**src/rtl/qc12864_bus_writer.sv**
```systemverilog
// -----------------------------------------------------------------------------
// qc12864_bus_writer
//
// Write-only parallel-bus engine for the QC12864 (ST7920) LCD controller.
// Accepts one 16-bit command word per valid/ready handshake. It drives
// RS/DB, then pulses E with the controller's setup, strobe and hold timing.
// It then waits out the instruction execution time before accepting the
// next word. Clear Display (instruction 0x01) gets the long execution wait.
//
// Ports:
//   clk        system clock, all logic on posedge
//   rst        synchronous reset, active-high
//   cmd_in     [8]=RS (1 data, 0 instruction), [7:0]=byte, [15:9] ignored
//   cmd_valid  cmd_in valid
//   cmd_ready  word can be accepted this cycle (0 while rst is high)
//   busy       transfer or execution wait in progress
//   done       one-cycle pulse when a word's execution wait completes
//   lcd_rs     register select
//   lcd_rw     read/write, tied to write (0)
//   lcd_e      enable strobe, registered
//   lcd_db     data bus
// -----------------------------------------------------------------------------
module qc12864_bus_writer #(
   parameter int T_SETUP     = 4,
   parameter int T_EHIGH     = 16,
   parameter int T_HOLD      = 4,
   parameter int T_EXEC      = 4000,
   parameter int T_EXEC_LONG = 80000,
   parameter int CNT_W       = 17
) (
   input  logic        clk,
   input  logic        rst,
   input  logic [15:0] cmd_in,
   input  logic        cmd_valid,
   output logic        cmd_ready,
   output logic        busy,
   output logic        done,
   output logic        lcd_rs,
   output logic        lcd_rw,
   output logic        lcd_e,
   output logic [7:0]  lcd_db
);

   // A zero duration would make a phase vanish, so it is clamped to one cycle.
   localparam int SETUP_EFF = (T_SETUP     < 1) ? 1 : T_SETUP;
   localparam int EHIGH_EFF = (T_EHIGH     < 1) ? 1 : T_EHIGH;
   localparam int HOLD_EFF  = (T_HOLD      < 1) ? 1 : T_HOLD;
   localparam int EXEC_EFF  = (T_EXEC      < 1) ? 1 : T_EXEC;
   localparam int LONG_EFF  = (T_EXEC_LONG < 1) ? 1 : T_EXEC_LONG;

   // The timer counts down to zero, so a phase of N cycles loads N-1.
   localparam logic [CNT_W-1:0] SETUP_LD = CNT_W'(SETUP_EFF - 1);
   localparam logic [CNT_W-1:0] EHIGH_LD = CNT_W'(EHIGH_EFF - 1);
   localparam logic [CNT_W-1:0] HOLD_LD  = CNT_W'(HOLD_EFF - 1);
   localparam logic [CNT_W-1:0] EXEC_LD  = CNT_W'(EXEC_EFF - 1);
   localparam logic [CNT_W-1:0] LONG_LD  = CNT_W'(LONG_EFF - 1);

   typedef enum logic [2:0] {
      ST_IDLE   = 3'd0,
      ST_SETUP  = 3'd1,
      ST_STROBE = 3'd2,
      ST_HOLD   = 3'd3,
      ST_EXEC   = 3'd4
   } state_t;

   state_t           state_r, state_s;
   logic [CNT_W-1:0] timer_r, timer_s;
   logic             long_r, long_s;
   logic             rs_r, rs_s;
   logic [7:0]       db_r, db_s;
   logic             e_r;
   logic             done_r, done_s;
   logic             accept_s;
   logic             timer_zero_s;
   logic             unused_hi_s;

   // Bits [15:9] of the word carry no meaning for the bus.
   assign unused_hi_s = ^cmd_in[15:9];

   assign cmd_ready    = (state_r == ST_IDLE) && !rst;
   assign busy         = (state_r != ST_IDLE) && !rst;
   assign accept_s     = cmd_valid && cmd_ready;
   assign timer_zero_s = (timer_r == {CNT_W{1'b0}});

   assign done   = done_r;
   assign lcd_rs = rs_r;
   assign lcd_rw = 1'b0;
   assign lcd_e  = e_r;
   assign lcd_db = db_r;

   // Next-state, timer reload and word-latch logic.
   always_comb begin
      state_s = state_r;
      timer_s = timer_r;
      long_s  = long_r;
      rs_s    = rs_r;
      db_s    = db_r;
      done_s  = 1'b0;
      case (state_r)
         ST_IDLE: begin
            if (accept_s) begin
               rs_s    = cmd_in[8];
               db_s    = cmd_in[7:0];
               // Clear Display is the only instruction with the long wait.
               long_s  = !cmd_in[8] && (cmd_in[7:0] == 8'h01);
               timer_s = SETUP_LD;
               state_s = ST_SETUP;
            end else begin
               state_s = ST_IDLE;
            end
         end
         ST_SETUP: begin
            if (timer_zero_s) begin
               timer_s = EHIGH_LD;
               state_s = ST_STROBE;
            end else begin
               timer_s = timer_r - CNT_W'(1);
            end
         end
         ST_STROBE: begin
            if (timer_zero_s) begin
               timer_s = HOLD_LD;
               state_s = ST_HOLD;
            end else begin
               timer_s = timer_r - CNT_W'(1);
            end
         end
         ST_HOLD: begin
            if (timer_zero_s) begin
               timer_s = long_r ? LONG_LD : EXEC_LD;
               state_s = ST_EXEC;
            end else begin
               timer_s = timer_r - CNT_W'(1);
            end
         end
         ST_EXEC: begin
            if (timer_zero_s) begin
               timer_s = {CNT_W{1'b0}};
               done_s  = 1'b1;
               state_s = ST_IDLE;
            end else begin
               timer_s = timer_r - CNT_W'(1);
            end
         end
         default: begin
            timer_s = {CNT_W{1'b0}};
            state_s = ST_IDLE;
         end
      endcase
   end

   // State, timer and registered bus outputs; E follows the next state so it
   // is a clean flop output aligned with the STROBE phase.
   always_ff @(posedge clk) begin
      if (rst) begin
         state_r <= ST_IDLE;
         timer_r <= {CNT_W{1'b0}};
         long_r  <= 1'b0;
         rs_r    <= 1'b0;
         db_r    <= 8'h00;
         e_r     <= 1'b0;
         done_r  <= 1'b0;
      end else begin
         state_r <= state_s;
         timer_r <= timer_s;
         long_r  <= long_s;
         rs_r    <= rs_s;
         db_r    <= db_s;
         e_r     <= (state_s == ST_STROBE);
         done_r  <= done_s;
      end
   end

endmodule

```
**config.mk**
```make
export PLATFORM = sky130hd
export DESIGN_NAME = qc12864_bus_writer
export DESIGN_NICKNAME = d
export VERILOG_FILES = /design/src/rtl/qc12864_bus_writer.sv
export SDC_FILE = /design/constraint.sdc
export NUM_CORES = 1
export LEC_CHECK = 0
export ABC_AREA = 0
export CORE_AREA = 8 8 56 93
export CTS_CLUSTER_DIAMETER = 40
export DETAILED_ROUTE_END_ITERATION = 7
export DIE_AREA = 0 0 64 101
export GPL_TIMING_DRIVEN = 0
export PLACE_DENSITY = 0.66
export SYNTH_ARGS = -nofsm -noshare
export SYNTH_HDL_FRONTEND = slang
export SYNTH_SLANG_ARGS = --single-unit
```
**constraint.sdc**
```tcl
create_clock -name clk -period 2.9 [get_ports clk]
set_input_delay 0.725 -clock clk [delete_from_list [all_inputs] [get_ports clk]]
set_output_delay 0.725 -clock clk [all_outputs]
set_load 0.01 [all_outputs]
```
[Yosys cells after proc, flatten, opt, wreduce, memory -nomap -nowiden]
Cells that the tools add are included.
Storage, ports and cells
  flip-flop bits (word level): 32
  bits in latches: 0
  memory bits (writable): 0
  ROM bits: 0
  input port bits: 19
  output and inout bits: 14
  word-level logic and storage cells: 41
  memories: 0
Operators by class
  add/subtract/negate cells: 1
  $mul: 0
  divide/modulo/power cells: 0
  $lt $le $gt $ge: 0
  equal/unequal tests: 7
  shifts and indexed selects: 0
  mux-type cells: 14
  bitwise operators: 1
  reductions and logical operators: 11
Operators by type and width (number)
  2-to-1 mux 17 bit: 6
  one-hot mux 17 bit (5 select lines): 1
  logical NOT 17 bit: 1
  subtractor 17 x 1 -> 17 bit (second input constant): 1
  one-hot mux 3 bit (5 select lines): 1
  2-to-1 mux 3 bit: 4
  == test 3 x 2 -> 1 bit (second input constant): 3
  == test 8 x 1 -> 1 bit (second input constant): 1
  logical AND 1 bit: 4
  == test 3 x 1 -> 1 bit (second input constant): 1
  == test 3 bit (second input constant): 1
  logical NOT 3 bit: 1
  nonzero test 3 bit: 1
  logical NOT 1 bit: 2
  2-to-1 mux 1 bit: 2
  != test 2 bit (second input constant): 1
  AND reduction 2 bit: 1
  OR reduction 2 bit: 1
  inverter 1 bit: 1

[Depth between registers and ports, before layout]
  word-level depth: 6
  depth in mapped cells: 9

[Worst setup path after synthesis]
No wires, ideal clock.
  path kind: input-to-output
  start: input port rst
  end: output port cmd_ready
  arrival: 1329 ps
  required time: 2175 ps
  slack: 846 ps
  cell stages on the path: 2
  cell sequence: clkbuf_1 nor4_1
On the way
  cells in the longest elaborated chain, start to end: 2
RTL lines
  start: declaration: line 32  | input logic rst,
  logical NOT 1 bit: line 80  | assign cmd_ready = (state_r == ST_IDLE) && !rst;
  logical AND 1 bit: line 80
  end: declaration: line 35  | output logic cmd_ready,
No other way between the ends.

[Worst setup path in the final report]
  start: input port rst
  end: output port busy
On the way
  cells in the longest elaborated chain, start to end: 2
RTL lines
  logical NOT 1 bit: line 81  | assign busy = (state_r != ST_IDLE) && !rst;
  logical AND 1 bit: line 81
  end: declaration: line 36  | output logic busy,
No other way between the ends.

==> impl_metrics.json <==
{
  "design.final.nets": 262,
  "antenna_found_initial": 0,
  "synth-async-reset-ratio_pct": 0,
  "worst-endpoint-required_ns": 2.17,
  "critPathLaunch": "rst",
  "fin_area_um2": 2120,
  "synth_seq_cells": 32,
  "totalNegativeSetupSlack_ns": 0,
  "final.fill_count": 404,
  "total_routed_length_um": 4670,
  "floorplan_die_height_um": 101,
  "dpl.hpwl_um": 3550,
  "cpMostUsedCell": "sky130_fd_sc_hd__clkdlybuf4s50_1",
  "grt_start_max_net_pins": 11,
  "synthDistinctLibCells": 44,
  "ys_top_cells_by_area": "sky130_fd_sc_hd__dfxtp_1, sky130_fd_sc_hd__mux2i_1, sky130_fd_sc_hd__a21oi_1, sky130_fd_sc_hd__nor2_1, sky130_fd_sc_hd__nor3_1",
  "detail_route.vias_per_cell": 5.79,
  "overflow": 0,
  "worst_r2r_startpoint": "timer_r[0]$_SDFFE_PP0P_",
  "floorplan.die.width_um": 64,
  "ios": 33,
  "portBuffers": 24,
  "worst_path_max_fanout": 8,
  "start_util_pct": 42.9,
  "hold_end": "lcd_db[5]$_SDFFE_PP0P_",
  "drt.antenna.violating_nets": 0,
  "max_slew.worst_pin.slew_ns": 0.900,
  "synth_largest_type_area_fraction_pct": 37.4,
  "synth.net_count": 230,
  "global_routing_usage_summed_across_all_routing_layers_pct": 15.3,
  "critical_path.startpoint_type": "input port",
  "row_count": 31,
  "final_cells": 292,
  "average_footprint_of_a_synthesized_cell_um2": 8.16,
  "placed_cell_area_um2": 2010,
  "reg2reg_slack_ns": 0.60,
  "place.detailed.instances": 283,
  "final.period_utilization_pct": 94.9,
  "timing.final.hold_violations": 0,
  "yosys_warnings": 0,
  "path_cells": "clkdlybuf4s50_1, inv_1, and2_1, clkdlybuf4s50_1",
  "power-per-cell-area_nw_per_um2": 1100,
  "worst_hold_class": "reg -> reg",
  "achievable-frequency_ghz": 0.363,
  "maxSlewHeadroom_pct": 40.0,
  "cts_buffers": 5,
  "globalplace.congestion": 0.891,
  "finalCriticalPeriod_ns": 2.75,
  "cts.sinks": 32,
  "synth_seq_area_share_pct": 37.4,
  "crit_slowest_cell": "sky130_fd_sc_hd__clkdlybuf4s50_1",
  "clock_network_latency_to_the_later_pin_of_the_worst_skew_pair_ns": 0.29,
  "critical_path.n_buffers_inverters": 3,
  "diodes": 0,
  "clock_skew_ns": 0.00831,
  "postSynthCellCount": 210,
  "synthFlopType": "sky130_fd_sc_hd__dfxtp_1",
  "maxCapViolations": 0,
  "final_core_utilization_pct": 53.0,
  "tritoncts_clock_tree": "yes",
  "setup_viol": 0,
  "worst_setup_hold_path_clk_slew_ns": 0.06,
  "slew_viol_final": 0,
  "detailedRoute.firstIterationViolations": 28,
  "status": "complete, no violations",
  "timing.rr.end": "timer_r[10]$_SDFFE_PP0P_",
  "largest_area_contributor_in_the_netlist": "sky130_fd_sc_hd__dfxtp_1",
  "grt_setup_unrepaired": "false",
  "cts_max_path_buffers": 2,
  "drt_pass1_iterations": 4,
  "post_drt_wl_per_cell_um": 16.0,
  "hold_path_depth": 2,
  "power.ir.vdd_worst_mv": 0.539,
  "critPathArrivalTime_ns": 2.03,
  "wire_length_of_the_first_global_routing_pass_um": 7860,
  "reg2reg_depth": 8,
  "synth_edf_count": 0,
  "static-leakage-power_nw": 0.808,
  "cts_root_buffer": "sky130_fd_sc_hd__clkbuf_8",
  "floorplan.core_area_um2": 4000,
  "power_mw": 2.33,
  "syn_area_um2": 1710,
  "holdCritStartpoint": "lcd_db[5]$_SDFFE_PP0P_",
  "drcViolationCount": 0,
  "area_overhead_of_the_layout_relative_to_synthesis_pct": 23.7,
  "ctsHtreeMaxLevel": 2,
  "first_global_vias": 1721,
  "cp_slowest_stage_delay_ns": 0.53,
  "drive_above_1_share_pct": 10.3,
  "via_count": 1690,
  "criticalPathCategory": "in -> out",
  "cp_top_family": "buffers and inverters",
  "worstSetupEndpointType": "output port",
  "die_area_um2": 6460
}
placed cells by master, fill, tap and decap left out, types with 3 or more instances in the layout:
master and count:
sky130_fd_sc_hd__a21oi_1 16, sky130_fd_sc_hd__nand3_1 6, sky130_fd_sc_hd__a22oi_1 3, sky130_fd_sc_hd__nor3_1 12, sky130_fd_sc_hd__clkbuf_1 9, sky130_fd_sc_hd__nor4_1 6, sky130_fd_sc_hd__o21ai_0 9, sky130_fd_sc_hd__clkdlybuf4s50_1 23
sky130_fd_sc_hd__clkbuf_8 6, sky130_fd_sc_hd__dfxtp_1 32, sky130_fd_sc_hd__a31oi_1 8, sky130_fd_sc_hd__a211oi_1 8, sky130_fd_sc_hd__mux2i_1 9, sky130_fd_sc_hd__nor2_1 21, sky130_fd_sc_hd__nand2_1 14, sky130_fd_sc_hd__inv_1 6
sky130_fd_sc_hd__or3_1 5, sky130_fd_sc_hd__buf_2 6
report_power, final:
group	internal, mW	switching (mW)	total (mW)
clock	0.194	0.163	0.357
combinational	0.528	0.780	1.31
sequential	0.545	0.120	0.665
Yosys cell counts (2+ instances only):
cell type / number
sky130_fd_sc_hd__dfxtp_1: 32
sky130_fd_sc_hd__a21boi_0: 2
sky130_fd_sc_hd__nand2_1: 14
sky130_fd_sc_hd__buf_2: 6
sky130_fd_sc_hd__clkbuf_1: 8
sky130_fd_sc_hd__a31oi_1: 8
sky130_fd_sc_hd__and2_1: 2
sky130_fd_sc_hd__mux2i_1: 9
sky130_fd_sc_hd__nor3_1: 12
sky130_fd_sc_hd__or3_1: 5
sky130_fd_sc_hd__o31ai_1: 2
sky130_fd_sc_hd__nor4_4: 2
sky130_fd_sc_hd__or4_1: 2
sky130_fd_sc_hd__nand2b_1: 2
sky130_fd_sc_hd__or2_2: 2
sky130_fd_sc_hd__nand3_1: 6
sky130_fd_sc_hd__nor2b_1: 2
sky130_fd_sc_hd__nor4b_1: 2
sky130_fd_sc_hd__o21ai_0: 9
sky130_fd_sc_hd__a211oi_1: 8
sky130_fd_sc_hd__inv_1: 6
sky130_fd_sc_hd__nand4_1: 2
sky130_fd_sc_hd__a21oi_1: 16
sky130_fd_sc_hd__nand4b_1: 2
sky130_fd_sc_hd__nor4_1: 7
sky130_fd_sc_hd__a22o_1: 2
sky130_fd_sc_hd__a22oi_1: 3
sky130_fd_sc_hd__nor2_1: 21
worst max-delay path by stage:
| stage | to | slack [ns] | cells past startpoint |
|---|---|---|---|
| final | busy | 0.15 | 4 |
| after global routing | busy | 0.07 | 4 |
| after CTS | busy | 0.14 | 4 |
| after detailed placement | cmd_ready | -0.25 | 4 |
| after global placement | cmd_ready | -0.26 | 4 |
| after floorplan | cmd_ready | 0.85 | 2 |
routing by layer:
| metal | vias to the layer above | track usage (%) | part of all wire [%] |
|---|---|---|---|
| met4 | 0 | 8.12 | 2.4 |
| met1 | 794 | 14.4 | 37 |
| met5 | - | 0 | 0 |
| li1 | 837 | - | - |
| met2 | 49 | 28.4 | 54 |
| met3 | 10 | 4.57 | 5.9 |
metrics by stage:
step | hold WS [ns] | worst slack (ns)
2_1_floorplan | 0.466 | 0.846
3_3_place_gp | 0.475 | -0.264
3_5_place_dp | 0.487 | -0.247
4_1_cts | 0.506 | 0.136
5_1_grt | 0.544 | 0.0691
6_report | 0.498 | 0.148
cell type report:
class                           count  area (µm²)  area share, %
Multi-Input combinational cell    156         977           46.1
Sequential cell                    32         641           30.2
Timing Repair Buffer               25         246           11.6
Clock buffer                        8        90.1           4.25
Buffer                             16        80.1           3.78
Tap cell                           49        61.3           2.89
Inverter                            6        22.5           1.06
what timing repair did:
action,in CTS,in global routing
setup endpoints to repair,1,0
buffers inserted,1,0
endpoints found under the hold margin,0,0
hold buffers,0,0
gates resized for setup,3,0
logic make-up after synthesis:
family | Yosys count | synth area share, %
DFF | 32 | 37.4
and+or+nand+nor | 90 | 30.2
adders and majority gates | 1 | 0.730
other | 1 | 0.219
AOI/OAI and AO/OA | 55 | 20.2
buffers and inverters | 22 | 5.92
muxes | 9 | 5.26
sequential cells by signal, indices dropped and copies added (netlist names):
signal / cells
lcd_e: 1
long_r: 1
lcd_rs: 1
lcd_db: 8
timer_r: 17
state_r: 3
done: 1
tightest hold or removal path, delay by kind of cell (launching register included):
kind / cells / cell delay [ns]
and+or+nand+nor: 1 / 0.07
muxes: 1 / 0.07
DFF: 1 / 0.33
Power figures use the tool's default switching activity.
